**config.mk**
```make
export PLATFORM = sky130hd
export DESIGN_NAME = transit_dir_sequencer
export DESIGN_NICKNAME = d
export VERILOG_FILES = /design/src/rtl/transit_seq_pkg.sv /design/src/rtl/transit_dir_sequencer_cycle_timer.sv /design/src/rtl/transit_dir_sequencer.sv
export SDC_FILE = /design/constraint.sdc
export NUM_CORES = 1
export LEC_CHECK = 0
export ABC_CLOCK_PERIOD_IN_PS = 2140
export CORE_MARGIN = 3
export CORE_UTILIZATION = 40
export CTS_CLUSTER_DIAMETER = 150
export CTS_CLUSTER_SIZE = 12
export DETAILED_ROUTE_END_ITERATION = 6
export PLACE_DENSITY = 0.65
export SETUP_SLACK_MARGIN = 0.5
export SYNTH_ARGS = -nofsm -noshare
export SYNTH_HDL_FRONTEND = slang
export SYNTH_SLANG_ARGS = --single-unit
```
**constraint.sdc**
```tcl
create_clock -name clk -period 2.14 [get_ports clk]
set_input_delay 0.428 -clock clk [delete_from_list [all_inputs] [get_ports clk]]
set_output_delay 0.428 -clock clk [all_outputs]
set_load 0.05 [all_outputs]
```
**src/rtl/transit_seq_pkg.sv**
```systemverilog
// rtl/transit_seq_pkg.sv - shared state type and constants for transit_dir_sequencer
package transit_seq_pkg;

  localparam int SAMPLE_W = 16;

  localparam logic DIR_LTR = 1'b0;
  localparam logic DIR_RTL = 1'b1;

  typedef enum logic [2:0] {
    IDLE,
    ARM,
    FIRE,
    BLANK,
    CAPTURE,
    GAP
  } state_t;

endpackage

```
**src/rtl/transit_dir_sequencer_cycle_timer.sv**
```systemverilog
// rtl/transit_dir_sequencer_cycle_timer.sv - loadable saturating down-counter with done flag
module cycle_timer #(
  parameter int CNT_W = 16
) (
  input  logic             clk,
  input  logic             reset,
  input  logic             load,
  input  logic [CNT_W-1:0] load_val,
  output logic             done
);

  logic [CNT_W-1:0] count;

  // Loading N-1 on entry makes done rise in the Nth cycle of the phase.
  always_ff @(posedge clk) begin
    if (reset) begin
      count <= '0;
    end else if (load) begin
      count <= load_val;
    end else if (count != '0) begin
      count <= count - CNT_W'(1);
    end
  end

  assign done = (count == '0);

endmodule

```
**src/rtl/transit_dir_sequencer.sv**
```systemverilog
// rtl/transit_dir_sequencer.sv - LTR/RTL transit shot sequencer with gated sample forwarding
// Optional capture watchdog enabled by macro TRANSIT_SEQ_TIMEOUT_EN.
module transit_dir_sequencer
  import transit_seq_pkg::*;
#(
  parameter int SETTLE_CYCLES   = 64,
  parameter int TX_CYCLES       = 16,
  parameter int BLANK_CYCLES    = 32,
  parameter int SAMPLES_PER_DIR = 256,
  parameter int GAP_CYCLES      = 1024,
  parameter int TIMEOUT_CYCLES  = 4096,
  parameter int CNT_W           = 16
) (
  input  logic                clk,
  input  logic                reset,
  input  logic                run,
  input  logic [SAMPLE_W-1:0] sample_in,
  input  logic                sample_valid_in,
  output logic [SAMPLE_W-1:0] sample_out,
  output logic                sample_valid_out,
  output logic                dir,
  output logic                tx_en,
  output logic                busy,
  output logic                pair_done,
  output logic                timeout_err
);

  localparam logic [CNT_W-1:0] SETTLE_LD = CNT_W'(SETTLE_CYCLES - 1);
  localparam logic [CNT_W-1:0] TX_LD     = CNT_W'(TX_CYCLES - 1);
  localparam logic [CNT_W-1:0] BLANK_LD  = CNT_W'(BLANK_CYCLES - 1);
  localparam logic [CNT_W-1:0] GAP_LD    = CNT_W'(GAP_CYCLES - 1);
  localparam logic [CNT_W-1:0] LAST_IDX  = CNT_W'(SAMPLES_PER_DIR - 1);

  state_t           state, state_nxt;
  logic             tmr_load, tmr_done;
  logic [CNT_W-1:0] tmr_val;
  logic [CNT_W-1:0] smp_cnt;
  logic             accept, last_smp, wd_expire, aborted;
  logic             gap_exit, gap_to_arm;

  assign accept     = (state == CAPTURE) && sample_valid_in;
  assign last_smp   = accept && (smp_cnt == LAST_IDX);
  assign gap_exit   = (state == GAP) && tmr_done;
  // After a clean LTR shot the pair continues regardless of run.
  assign gap_to_arm = ((dir == DIR_LTR) && !aborted) || run;
  assign busy       = (state != IDLE);

  cycle_timer #(.CNT_W(CNT_W)) u_phase_timer (
    .clk      (clk),
    .reset    (reset),
    .load     (tmr_load),
    .load_val (tmr_val),
    .done     (tmr_done)
  );

`ifdef TRANSIT_SEQ_TIMEOUT_EN
  localparam logic [CNT_W-1:0] WD_LD = CNT_W'(TIMEOUT_CYCLES - 1);

  logic wd_load, wd_done;

  assign wd_load   = (state == BLANK) && tmr_done;
  assign wd_expire = (state == CAPTURE) && wd_done && !last_smp;

  cycle_timer #(.CNT_W(CNT_W)) u_watchdog (
    .clk      (clk),
    .reset    (reset),
    .load     (wd_load),
    .load_val (WD_LD),
    .done     (wd_done)
  );

  always_ff @(posedge clk) begin
    if (reset) begin
      aborted     <= 1'b0;
      timeout_err <= 1'b0;
    end else begin
      timeout_err <= wd_expire;
      if (wd_expire) begin
        aborted <= 1'b1;
      end else if (gap_exit) begin
        aborted <= 1'b0;
      end
    end
  end
`else
  assign wd_expire   = 1'b0;
  assign aborted     = 1'b0;
  assign timeout_err = 1'b0;
`endif

  always_comb begin
    state_nxt = state;
    tmr_load  = 1'b0;
    tmr_val   = '0;
    case (state)
      IDLE: begin
        if (run) begin
          state_nxt = ARM;
          tmr_load  = 1'b1;
          tmr_val   = SETTLE_LD;
        end
      end
      ARM: begin
        if (tmr_done) begin
          state_nxt = FIRE;
          tmr_load  = 1'b1;
          tmr_val   = TX_LD;
        end
      end
      FIRE: begin
        if (tmr_done) begin
          state_nxt = BLANK;
          tmr_load  = 1'b1;
          tmr_val   = BLANK_LD;
        end
      end
      BLANK: begin
        if (tmr_done) begin
          state_nxt = CAPTURE;
        end
      end
      CAPTURE: begin
        if (last_smp || wd_expire) begin
          state_nxt = GAP;
          tmr_load  = 1'b1;
          tmr_val   = GAP_LD;
        end
      end
      GAP: begin
        if (tmr_done) begin
          if (gap_to_arm) begin
            state_nxt = ARM;
            tmr_load  = 1'b1;
            tmr_val   = SETTLE_LD;
          end else begin
            state_nxt = IDLE;
          end
        end
      end
      default: state_nxt = IDLE;
    endcase
  end

  always_ff @(posedge clk) begin
    if (reset) begin
      state <= IDLE;
    end else begin
      state <= state_nxt;
    end
  end

  always_ff @(posedge clk) begin
    if (reset) begin
      dir              <= DIR_LTR;
      tx_en            <= 1'b0;
      pair_done        <= 1'b0;
      sample_out       <= '0;
      sample_valid_out <= 1'b0;
      smp_cnt          <= '0;
    end else begin
      tx_en            <= (state_nxt == FIRE);
      sample_valid_out <= accept;
      if (accept) begin
        sample_out <= sample_in;
      end
      pair_done <= gap_exit && (dir == DIR_RTL) && !aborted;
      if (gap_exit) begin
        dir <= ((dir == DIR_LTR) && !aborted) ? DIR_RTL : DIR_LTR;
      end
      if (state != CAPTURE) begin
        smp_cnt <= '0;
      end else if (accept) begin
        smp_cnt <= smp_cnt + CNT_W'(1);
      end
    end
  end

endmodule
```
# Yosys cells after proc, flatten, opt, wreduce, memory -nomap -nowiden
# Index checks and enable logic that the tools add are counted.
[word_totals] regBits=55 input_bits=20 out_inout_bits=22
[classes] addsub=2 eq_ne=8 muxes=24 n_bitwise=1 n_reduce_logical=12
[op_table] operator="case mux 10 bit (5 select lines)" count=1
[op_table] operator="two-way mux 16 bit" count=2
[op_table] operator="two-way mux 3 bit" count=6
[op_table] operator="two-way mux 6 bit" count=3
[op_table] operator="case mux 3 bit (6 select lines)" count=1
[op_table] operator="adder 16 x 1 -> 16 bit (second input constant)" count=1
[op_table] operator="equality test 16 x 8 -> 1 bit (second input constant)" count=1
[op_table] operator="zero test 16 bit" count=1
[op_table] operator="nonzero test 16 bit" count=1
[op_table] operator="subtractor 16 x 1 -> 16 bit (second input constant)" count=1
[op_table] operator="two-way mux 10 bit" count=1
[op_table] operator="equality test 3 x 2 -> 1 bit (second input constant)" count=3
[op_table] operator="two-way mux 1 bit" count=7
[op_table] operator="equality test 3 bit (second input constant)" count=2
[op_table] operator="two-way mux 5 bit" count=1
[op_table] operator="logical AND 1 bit" count=4
[op_table] operator="two-way mux 4 bit" count=1
[op_table] operator="case mux 1 bit (4 select lines)" count=1
[op_table] operator="OR reduction 2 bit" count=2
[op_table] operator="equality test 3 x 1 -> 1 bit (second input constant)" count=1
[op_table] operator="zero test 3 bit" count=1
[op_table] operator="!= test 3 bit (second input constant)" count=1
[op_table] operator="nonzero test 3 bit" count=1
[op_table] operator="nonzero test 2 bit" count=1
[op_table] operator="2 further kinds" count=2

# Depth between registers and ports, before layout
[logic_depth] word_depth=6 mapped_depth=8 ltp_nobuf=7

# Hierarchy
# From an unflattened synthesis, not the netlist that was laid out.
[hier_totals] hier_cells=329 hier_area_um2=2688.8
[by_module_without_submodules] module="transit_dir_sequencer" n_inst=1 cells_each=213 area_per_inst_um2=1724.2 seq_area_each_um2=780.7
[by_module_without_submodules] module="cycle_timer" n_inst=1 cells_each=116 area_per_inst_um2=964.7 seq_area_each_um2=320.3

# Worst setup path before layout
# Ideal clock, no wire load.
[synth_timing] path_type="reg-to-reg" start="register u_phase_timer.count[2]" end="register state[0]" setup_ns=0.141 arrival_ns=1.788 required_ns=1.999 path_slack_ns=0.210 path_stages_with_launch=8 n_path_buf=2 period_less_slack_ns=1.930 cell_sequence="dfxtp_1 -> or3_1 -> buf_6 -> nor4_4 -> and2_1 -> buf_6 -> mux2i_1 -> a221oi_2"
[synth_via] elab_chain_len=3
[synth_lines] element="start, declared" line="transit_dir_sequencer_cycle_timer.sv:12" rtl="logic [CNT_W-1:0] count;"
[synth_lines] element="start signal, assigned" line="transit_dir_sequencer_cycle_timer.sv:19" rtl="count <= load_val;"
[synth_lines] element="start signal, assigned" line="transit_dir_sequencer_cycle_timer.sv:21" rtl="count <= count - CNT_W'(1);"
[synth_lines] element="zero test 16 bit *" line="transit_dir_sequencer_cycle_timer.sv:25" rtl="assign done = (count == '0);"
[synth_lines] element="two-way mux 3 bit (on tied branches)"
[synth_lines] element="case mux 3 bit (6 select lines) *" line="transit_dir_sequencer.sv:95" rtl="case (state)"
[synth_lines] element="end signal, assigned" line="transit_dir_sequencer.sv:148" rtl="state <= state_nxt;"
[synth_lines] element="end, declared" line="transit_dir_sequencer.sv:34" rtl="state_t state, state_nxt;"
# Every way passes the cells marked *; elsewhere a longest branch is shown, timed or not.
# A chain may end at the register's enable or synchronous reset.

# Worst setup path after layout
[layout_timing] start="register u_phase_timer.count[6]" end="register state[2]"
# Same word-level chain as after synthesis.

==> results.yml <==
setup_path:
  worstRegToRegCells: 6
  path_buf_inv: 1
  r2r_slack_ns: 0.23
  r2r_start: "u_phase_timer.count[6]$_SDFFE_PP0P_"
  crit_cells: 6
  slowest_delay_ns: 0.56
  crit_type: "flop to flop"
  crit_slowest_cell: "or4_4"
  critPathTopFamily: "simple AND/OR/NAND/NOR gates"
  worst_setup_path_end_kind: "flop"
  regToRegEndpoint: "state[2]$_SDFF_PP0_"
  cp_max_fo: 6
  cp.arrival_ns: 2.16
  worstPathRequired_ns: 2.39
  cp-start-kind: "flop"
  worstPathCellList: "or4_4 -> nor4_4 -> buf_6 -> nand3_4 -> or3b_1 -> a21oi_1"
route:
  wl_per_cell_um: 13.30
  via_count: 2148
  dr.pass1.iters: 4
  drc_errors: 0
  drt_iter0_drc: 78
  antenna_left: 0
  via_per_inst: 4.995
  drt-total-wl_um: 5718
timing:
  tightest_slew_ns: 0.5096
  rsz0062_at_grt: "true"
  min_period_ns: 1.908
  finalMaxSlewViolations: 0
  maxSlewHeadroom: 0.6616
  hold_viol_final: 0
  clock_skew_ns: 0.009487
  hold_slack_ns: 0.4579
  setup_viol: 0
  fmax_mhz: 524.1
  fin_crit_sh: 0.8917
placed_design:
  placedInstanceArea_um2: 3017
  routabilityCongestion: 0.8611
  portBuffers: 40
  dp_hpwl_um: 3698
  placedCellCount: 407
floorplan:
  core_area_um2: 5956
  fp.dieW_um: 84.80
  die-area_um2: 7190
  pin_count: 42
  fp.dieH_um: 84.80
  num_rows: 28
  start_util: 0.4170
logic_synthesis:
  synth_top_cell_by_area: "dfxtp_1"
  yosys.cell_count.top_type: "dfxtp_1"
  async_flop_share: 0
  synth.distinct_cells: 45
  yosysWarningCount: 0
  ys_ff_latch: 55
  synthTopCellsByArea: "dfxtp_1 44%, nand2_1 7.1%, xor2_1 5.6%, a21oi_1 5.4%, nor2_1 5.3%"
  synthCells: 293
  synth_top_area_frac: 0.4433
  ys_top_cells_by_count: "55 x dfxtp_1, 47 x nand2_1, 35 x nor2_1, 27 x a21oi_1, 16 x xor2_1"
  syn_area_um2: 2484
  avgSynthCellArea_um2: 8.477
  synth_flop_cell: "dfxtp_1"
  synth_seq_area_share: 0.4433
  syn-num-nets: 315
  synth_edf_count: 0
clock_tree:
  worstSkewPairLatency_ns: 0.32
  clk_path_buf_depth: 2
  clkSinkCount: 55
  path_clk_slew_ns: 0.11
  cts-root-buf: "clkbuf_8"
  numCtsBuffers: 5
  cts_tree: "built"
  ctsHoldBuffers: 0
  cts-htree-levels: 2
global_route:
  grt_max_degree: 34
  grt_overflow: 0
  antenna_found_initial: 0
  track_usage: 0.1616
  grt_pass1_vias: 2017
  grt_pass1_wl_um: 9411
finish:
  final_cell_count_no_fill: 430
  syn_to_final_growth_pct: 37.28
  nFillCells: 538
  finalInstanceArea_um2: 3410
  post-route-util: 0.5725
  n_antenna_cell: 0
  drive_gt1_frac: 0.2958
  nets: 376
flow_run:
  drv_cap: 0
min_path:
  worstHoldStart: "sample_out[6]$_SDFFE_PP0P_"
  min_path_cells: 2
  hold-path-endpoint: "sample_out[6]$_SDFFE_PP0P_"
  holdCritPathClass: "flop to flop"
pwr:
  irDropWorstVdd_v: 0.0005580
  total_power_mw: 2.511
  power.density_nw_per_um2: 736.3
  p_leak_nw: 1.273
status:
  status: "completed"
## metal layers
layer,share of wire,GRT usage,up-vias
li1,-,-,1113
met1,0.47,0.2199,1000
met2,0.49,0.2498,26
met3,0.026,0.04122,9
met4,0.017,0.05468,0
met5,0,0,-
## where the power goes
part	leakage [nW]	total, mW	switching, mW	internal, mW
clock network	0.0461	0.600	0.363	0.237
registers	0.450	1.13	0.0512	1.08
logic	0.777	0.781	0.379	0.402
## registers in the layout, indices dropped and copies added (netlist names)
name                 flops
dir                      1
sample_out              16
pair_done                1
smp_cnt                 16
tx_en                    1
state                    3
u_phase_timer.count     16
sample_valid_out         1
## layout by cell type (no fill, tap or decap), types with 7 or more instances in the layout
master and n:
a21oi_1 20, xor2_1 16, buf_4 24, dfxtp_1 44, a21oi_2 7, nand2_1 46
dfxtp_2 9, nor2_1 34, clkdlybuf4s50_1 19, xnor2_1 10, buf_6 8, clkbuf_2 12
## stage by stage
stage / TNS, ns / worst slack [ns]
detailed placement: -0.1090 / -0.02105
global placement: -0.02880 / -0.02880
CTS: 0 / 0.2478
floorplan: 0 / 0.2312
global route: 0 / 0.1673
finish: 0 / 0.2318
## area by class of cell
type                            count  area, um2  area share
Clock buffer                        5      68.82     0.02018
Inverter                            4      15.01    0.004404
Sequential cell                    55       1120      0.3284
Clock inverter                      3      23.77    0.006972
Multi-Input combinational cell    216       1475      0.4327
Timing Repair Buffer               72      613.1      0.1798
Tap cell                           75      93.84     0.02752
## cell families (layout without fill, tap and decap cells)
logic type | count (synthesis) | after routing | share of synthesized area
compound gates | 39 | 39 | 0.09269
xor+xnor | 27 | 27 | 0.09521
fa+ha+maj | 2 | 2 | 0.01007
buf+inv | 22 | 84 | 0.04282
flops | 55 | 55 | 0.4433
mux | 6 | 6 | 0.02519
other cells | 1 | 1 | 0.001510
simple gates | 141 | 141 | 0.2892
## how the worst max path moves through the flow
stage	startpoint	end	slack, ns
finish	u_phase_timer.count[6]$_SDFFE_PP0P_	state[2]$_SDFF_PP0_	0.23
global route	u_phase_timer.count[6]$_SDFFE_PP0P_	u_phase_timer.count[11]$_SDFFE_PP0P_	0.17
CTS	state[0]$_SDFF_PP0_	busy	0.25
detailed placement	sample_valid_in	state[0]$_SDFF_PP0_	-0.02
global placement	sample_valid_in	state[0]$_SDFF_PP0_	-0.03
floorplan	u_phase_timer.count[4]$_SDFFE_PP0P_	state[0]$_SDFF_PP0_	0.23
## timing repair
| item | 4_1_cts | 5_1_grt |
|---|---|---|
| resized for setup | 57 | 58 |
| pin swaps | 6 | 10 |
| setup buffers | 7 | 8 |
| setup endpoints to repair | 62 | 66 |
## worst register-to-register path, stage by stage (launching register included)
cell     delay, ns
dfxtp_2       0.33
or4_4         0.56
nor4_4        0.21
buf_6         0.20
nand3_4       0.08
or3b_1        0.35
a21oi_1       0.12
(Power assumes the default switching activity.)
